<file path="config.mk">
export PLATFORM = sky130hd
export DESIGN_NAME = four_bit_multiplier
export DESIGN_NICKNAME = d
export VERILOG_FILES = /design/src/rtl/four_bit_multiplier_pkg.sv /design/src/rtl/four_bit_multiplier_add_stage.sv /design/src/rtl/four_bit_multiplier.sv
export SDC_FILE = /design/constraint.sdc
export NUM_CORES = 1
export LEC_CHECK = 0
export ABC_AREA = 0
export CAP_MARGIN = 20
export CORE_AREA = 4 4 88 90
export CTS_CLUSTER_DIAMETER = 200
export DETAILED_ROUTE_END_ITERATION = 8
export DIE_AREA = 0 0 92 94
export GPL_TIMING_DRIVEN = 0
export PLACE_DENSITY = 0.42
export SYNTH_ARGS = -nofsm -noshare
export SYNTH_HDL_FRONTEND = slang
export SYNTH_SLANG_ARGS = --single-unit
export TNS_END_PERCENT = 50
</file>
<file path="constraint.sdc">
create_clock -name clk -period 2.2 [get_ports clk]
set_clock_uncertainty 0.05 [all_clocks]
set_input_delay 0.44 -clock clk [delete_from_list [all_inputs] [get_ports clk]]
set_output_delay 0.44 -clock clk [all_outputs]
set_load 0.05 [all_outputs]
</file>
<file path="src/rtl/four_bit_multiplier_pkg.sv">
// Shared definitions for the sequential shift-and-add multiplier.
package four_bit_multiplier_pkg;

    localparam int DEFAULT_WIDTH = 4;

    typedef logic [1:0] state_t;

    localparam state_t IDLE = 2'd0;
    localparam state_t CALC = 2'd1;
    localparam state_t DONE = 2'd2;

endpackage

</file>
<file path="src/rtl/four_bit_multiplier_add_stage.sv">
// One shift-and-add step: conditionally adds the shifted multiplicand to the accumulator.
module mult_add_stage
    import four_bit_multiplier_pkg::*;
#(
    parameter int WIDTH = DEFAULT_WIDTH
) (
    input  logic [2*WIDTH-1:0] acc,
    input  logic [2*WIDTH-1:0] mcand_sh,
    input  logic               en,
    output logic [2*WIDTH-1:0] acc_next
);

    // The accumulator is 2*WIDTH wide, so the full unsigned product cannot overflow.
    assign acc_next = en ? (acc + mcand_sh) : acc;

endmodule

</file>
<file path="src/rtl/four_bit_multiplier.sv">
// Sequential unsigned multiplier: one multiplier bit per CALC cycle, LSB first.
module four_bit_multiplier
    import four_bit_multiplier_pkg::*;
#(
    parameter int WIDTH = DEFAULT_WIDTH
) (
    input  logic               clk,
    input  logic               rst_n,
    input  logic               start,
    input  logic [WIDTH-1:0]   a,
    input  logic [WIDTH-1:0]   b,
    output logic [2*WIDTH-1:0] product,
    output logic               busy,
    output logic               done
);

    localparam int PW = 2 * WIDTH;
    localparam int CW = (WIDTH > 1) ? $clog2(WIDTH) : 1;

    state_t           state;
    logic [PW-1:0]    mcand;
    logic [PW-1:0]    acc;
    logic [PW-1:0]    acc_next;
    logic [WIDTH-1:0] mplier;
    logic [CW-1:0]    cnt;

    // mcand is pre-shifted by the iteration index; mplier shifts right so bit 0 is current.
    mult_add_stage #(.WIDTH(WIDTH)) u_add (
        .acc      (acc),
        .mcand_sh (mcand),
        .en       (mplier[0]),
        .acc_next (acc_next)
    );

    always_ff @(posedge clk or negedge rst_n) begin
        if (!rst_n) begin
            state   <= IDLE;
            mcand   <= '0;
            mplier  <= '0;
            acc     <= '0;
            cnt     <= '0;
            product <= '0;
        end else begin
            case (state)
                IDLE: begin
                    if (start) begin
                        mcand  <= PW'(a);
                        mplier <= b;
                        acc    <= '0;
                        cnt    <= '0;
                        state  <= CALC;
                    end
                end
                CALC: begin
                    acc    <= acc_next;
                    mcand  <= mcand << 1;
                    mplier <= mplier >> 1;
                    cnt    <= cnt + 1'b1;
                    if (cnt == CW'(WIDTH - 1)) begin
                        product <= acc_next;
                        state   <= DONE;
                    end
                end
                DONE:    state <= IDLE;
                default: state <= IDLE;
            endcase
        end
    end

    assign busy = (state == CALC);
    assign done = (state == DONE);

endmodule

</file>
### Yosys cells after proc, flatten, opt, wreduce, memory -nomap -nowiden

Index checks and enable logic that the tools add are counted.
W data, S select, Z words.

* add/sub/neg operators: 2
* equality and inequality tests: 5
* multiplexer cells: 12
* reduce and logical (&&, ||, !) cells: 5

Operator list (count)
* $pmux W8 S2: 2
* $mux W8: 3
* $add A8 B8 Y8: 1
* $pmux W2 S2: 2
* $pmux W4 S2: 1
* $mux W2: 3
* $reduce_and A2 Y1: 3
* $eq A2 B2 Y1 const B: 2
* $mux W4: 1
* $add A2 B1 Y2 const B: 1
* $eq A2 B1 Y1 const B: 1
* $logic_not A2 Y1: 1
* $ne A2 B1 Y1 const B: 1
* $ne A2 B2 Y1 const B: 1
* $reduce_bool A2 Y1: 1

* register bits: 32
* output and inout bits: 10
* word-level logic and storage cells: 30

### Depth between registers and ports, before layout

* depth after elaboration: 3
* depth in mapped cells: 9

### Cells and area by module

From an unflattened synthesis, not the netlist that was laid out.

* cells, all modules: 158
* area, all modules: 1773.0 um^2

Modules (own cells, without submodules)
* four_bit_multiplier: times used 1, cells an instance 101, area each 1327.5 um^2, seq. area each 800.8 um^2
* mult_add_stage: times used 1, cells an instance 57, area each 445.4 um^2, seq. area each 0.0 um^2

### Worst setup path after synthesis

Ideal clock, no wire load.

* path type: reg2reg
* from: reg mcand[0]
* to: reg acc[6]
* setup time: 122 ps
* data arrival time: 1864 ps
* setup slack: 165 ps
* stages on the path, launching flop included: 10
* buffers on the path: 0
* period minus slack after synthesis: 2035 ps
* cells stage by stage: dfrtp_1 -> ha_1 -> inv_1 -> fa_1 -> or2b_1 -> a21oi_1 -> o21a_1 -> nor2_2 -> xnor2_1 -> a32o_1

* longest elaborated chain between the ends: 3

RTL lines
* start, declared: line four_bit_multiplier.sv:21 `logic [PW-1:0] mcand;`
* start signal, assigned: line four_bit_multiplier.sv:47 `mcand <= PW'(a);`
* start signal, assigned: line four_bit_multiplier.sv:56 `mcand <= mcand << 1;`
* $add A8 B8 Y8: line four_bit_multiplier_add_stage.sv:14 `assign acc_next = en ? (acc + mcand_sh) : acc;`
* $mux W8: line four_bit_multiplier_add_stage.sv:14
* $pmux W8 S2: line four_bit_multiplier.sv:44 `case (state)`
* end signal, assigned: line four_bit_multiplier.sv:55 `acc <= acc_next;`
* end, declared: line four_bit_multiplier.sv:22 `logic [PW-1:0] acc;`

Every way passes these cells.
A chain may end at the register's enable or synchronous reset.

### Worst setup path after layout

Same ends and word-level chain as after synthesis.

==> impl_summary.txt <==
----------------------------------------------------
[Setup path]
  Critical path capture point type ... register
  Startpoint of the most critical register-to-register path ... mcand[0]
  Crit-path slowest cell ... sky130_fd_sc_hd__dfrtp_1
  Setup Crit Path Kind ... reg2reg
  Startpoint type of the worst setup path ... register
  Max incr delay on CP ... ~0.37 ns
  Cell Chain, Critical Path ... ha_1 -> inv_1 -> fa_2 -> or2b_1 -> a21oi_2 -> o21a_1 -> nor2_2 -> xnor2_1 -> a32o_1
  Reg-to-reg critical path endpoint ... acc[6]
  Top fanout value on the critical path ... 2
  Endpoint arrival time on the critical path ... 2.26 ns
  Register-to-Register Setup Slack ... 0.06 ns
  Number of cells traversed by the worst register-to-register path ... 9
  Data required time at the worst endpoint ... between 2 and 2.5 ns

[Clock tree]
  Sinks on Clock Net ... 32
  Hold Buf Count CTS ... 0
  Maximum level of the CTS H-tree ... 2
  CTS tree ... built
  Number of buffers on the longest clock path ... 2
  Cts bufs inserted ... 5
  Clock-pin slew on the worst setup and hold paths ... 0.07 ns
  Root cell of the clock tree ... sky130_fd_sc_hd__clkbuf_8
  Skew-Pair Late Insertion Delay ... roughly 0.28 ns

[Layout]
  Growth of design area from synthesis to finish ... 27.8%
  Area taken by multi-input logic gates ... 835 sq um
  Ratio of cells with drive above 1 in the final layout ... between 10 and 15%
  ANT cells ... 0
  Most frequent cells in the layout ... 32 x sky130_fd_sc_hd__dfrtp_1, 19 x sky130_fd_sc_hd__nand2_1, 17 x sky130_fd_sc_hd__clkdlybuf4s50_1, 16 x sky130_fd_sc_hd__o21ai_0, 12 x sky130_fd_sc_hd__a21oi_1
  Number of nets in the finished design ... 218
  Filler Cells Inserted ... just under 800
  Core Util, Final ... 30.7%
  Commonest non-fill, non-tap cell in the layout ... sky130_fd_sc_hd__dfrtp_1
  Sequential Area ... 801 sq um

[Drt]
  DRC violations left ... 0
  DR iter-0 viols ... 43
  Via density per instance ... between 4 and 5
  TritonRoute pass-1 iters ... 4
  Routed length per instance ... between 10 and 15 microns
  Post-route ant nets ... 0
  Final wirelength ... 4120 microns
  Via count of the routed design ... between 1k and 1.5k

[Timing]
  Unrepaired setup endpoints after global routing ... yes
  Max-slew violation count ... 0
  Highest clock frequency the design can meet ... 468 MHz
  Slew at the pin closest to its max-slew limit ... a little under 0.8 ns
  Final setup fails ... 0
  Clock period minus final worst setup slack ... 2.14 ns
  Setup_tns ... 0 ns
  Worst hold margin ... 0.181 ns
  Post-route clock period utilization ... 97.1%
  Worst relative slew slack ... 48.7%
  Crit path setup slack, layout ... 0.0640 ns
  Hold violation total from the final report ... 0

[Floorplanning]
  Placement row count ... 31
  Die boundary height ... 94 microns
  Starting density of the core ... 24.1%
  IO Pins ... 21
  Core box area ... 0.00706 sq mm
  Die span in x ... 92 microns
  Die ar. ... 0.00865 sq mm

[Yosys]
  Gate count after technology mapping ... 170
  Seq/Total Area, Yosys ... between 40% and 50%
  Synthesized cell area ... 0.00170 sq mm
  Count of distinct cell types in the synthesized netlist ... 38
  Count of yosys warnings during synthesis ... 0
  Number of nets in the synthesized netlist ... 190
  Synthesized area per cell ... 9.99 sq um
  Yosys reg bits ... 32

[Place]
  Routability cong. ... 0.690
  Port-buffer cells ... 20
  HPWL Detailed ... just under 3000 microns
  Placement Setup Slack ... -0.535 ns

[Global route]
  Number of antenna violations at the first check in global routing ... 0
  Total congestion overflow after global routing ... 0
  Largest net degree at the start of global routing ... 33
  Number of global-route vias before repair ... 1371
  All-layer global routing usage ... 10.5%
  Global-route wire length before repair ... between 7000 and 8000 microns

[Run]
  Max capacitance violation total ... 0

[Outcome]
  Run status ... finished clean

[Min path]
  Hold Crit Class ... in2async

[Power]
  Total power after layout ... roughly 3.2 mW
  Power density normalized to cell area ... 1490 mW/mm^2
  IR drop worst, VDD ... 0.409 mV
  Static Leakage ... a little under 1 nW

----------------------------------------------------
worst max path at each step:
stage | from | to | slack (ns) | depth (start not counted)
after global placement | state[1] | busy | -0.53 | 6
after detailed placement | state[1] | busy | -0.54 | 6
after global routing | mcand[0] | acc[6] | -0.02 | 9
final | mcand[0] | acc[6] | 0.06 | 9
after CTS | mcand[0] | acc[6] | -0.04 | 9
after floorplan | mcand[0] | acc[6] | 0.16 | 9
cells in the mapped netlist:
cell | number | area [sq um]
sky130_fd_sc_hd__mux2_2 | 1 | 11.3
sky130_fd_sc_hd__inv_1 | 8 | 30.0
sky130_fd_sc_hd__ha_1 | 8 | 100
sky130_fd_sc_hd__fa_1 | 1 | 20.0
sky130_fd_sc_hd__mux2i_1 | 7 | 70.1
sky130_fd_sc_hd__and3_1 | 2 | 12.5
sky130_fd_sc_hd__o21ai_0 | 16 | 80.1
sky130_fd_sc_hd__xor2_1 | 3 | 26.3
sky130_fd_sc_hd__a31oi_1 | 2 | 12.5
sky130_fd_sc_hd__a21o_1 | 1 | 7.51
sky130_fd_sc_hd__o21ai_2 | 2 | 17.5
sky130_fd_sc_hd__nor2b_1 | 7 | 43.8
sky130_fd_sc_hd__a21boi_0 | 1 | 7.51
sky130_fd_sc_hd__buf_2 | 4 | 20.0
sky130_fd_sc_hd__and3b_1 | 1 | 8.76
sky130_fd_sc_hd__a21oi_2 | 2 | 17.5
sky130_fd_sc_hd__clkbuf_1 | 4 | 15.0
sky130_fd_sc_hd__nand2_2 | 1 | 6.26
sky130_fd_sc_hd__a22o_1 | 5 | 43.8
sky130_fd_sc_hd__nor2_1 | 6 | 22.5
sky130_fd_sc_hd__nand2_1 | 19 | 71.3
sky130_fd_sc_hd__dfrtp_1 | 32 | 801
sky130_fd_sc_hd__a211o_1 | 1 | 8.76
sky130_fd_sc_hd__xnor2_1 | 2 | 17.5
sky130_fd_sc_hd__or3_1 | 1 | 6.26
sky130_fd_sc_hd__nor2_2 | 2 | 12.5
sky130_fd_sc_hd__nand2b_1 | 1 | 6.26
sky130_fd_sc_hd__or4_1 | 1 | 7.51
sky130_fd_sc_hd__o31ai_1 | 1 | 7.51
sky130_fd_sc_hd__or2b_1 | 1 | 7.51
sky130_fd_sc_hd__o21bai_1 | 2 | 15.0
sky130_fd_sc_hd__a21oi_1 | 13 | 65.1
sky130_fd_sc_hd__a32o_1 | 4 | 40.0
sky130_fd_sc_hd__o211ai_2 | 1 | 12.5
sky130_fd_sc_hd__o21a_1 | 2 | 15.0
sky130_fd_sc_hd__inv_2 | 1 | 3.75
sky130_fd_sc_hd__a22oi_1 | 3 | 22.5
sky130_fd_sc_hd__nor3_1 | 1 | 5.00
kinds of logic (layout without fill, tap and decap cells):
logic type               Yosys count  count (layout)  share of synthesized area (%)
AO/OA/AOI/OAI                     56              56                           22.0
AND/OR/NAND/NOR                   43              43                           12.4
buffers and inverters             17              46                           4.05
XOR/XNOR                           5               5                           2.58
multiplexers                       8               8                           4.79
adder cells (fa/ha/maj)            9               9                           7.07
flip-flops                        32              32                           47.2
cell type report:
class,instances,area share [%]
multi-input combinational,121,38.5
sequential,32,36.9
timing repair buffer,21,9.34
tap,99,5.71
clock buffer,7,4.44
buffer,8,2.19
inverter,9,1.56
clock inverter,1,1.38
where the power goes:
part	internal, mW	total [mW]	switching [mW]
clock	0.400	0.628	0.228
combinational	0.622	1.63	1.00
sequential	0.821	0.977	0.157
total	1.84	3.23	1.39
through the flow:
stage          std cells  area (sq um)
3_5_place_dp         289          2020
4_1_cts              297          2150
6_report             298          2170
2_1_floorplan        170          1700
3_3_place_gp         289          2020
5_1_grt              298          2170
repair_timing:
item | CTS | global route
hold endpoints to repair | 0 | 0
pin swaps | 0 | 1
resized for setup | 11 | 3
setup buffers | 0 | 1
gates cloned | 0 | 0
setup endpoints to repair | 3 | 2
worst max-delay path, delay by kind of cell (launching register included):
kind,cells,cell delay (ns)
xor+xnor,1,0.12
simple gates,2,0.31
flops,1,0.37
compound gates,3,0.57
fa+ha+maj,2,0.53
buf+inv,1,0.06
routing by layer:
layer | up-vias | global-route usage (%) | wire [microns]
met5 | - | 0 | 0
met4 | 0 | 4.08 | 61
met3 | 6 | 2.32 | 151
met2 | 19 | 16.0 | 1830
met1 | 631 | 14.5 | 2080
li1 | 661 | - | -
state kept, by name, indices dropped and copies added, names as in the netlist:
name     count
mcand        8
product      8
mplier       4
acc          8
cnt          2
state        2
Note: power is estimated with default switching activity, not from simulation.
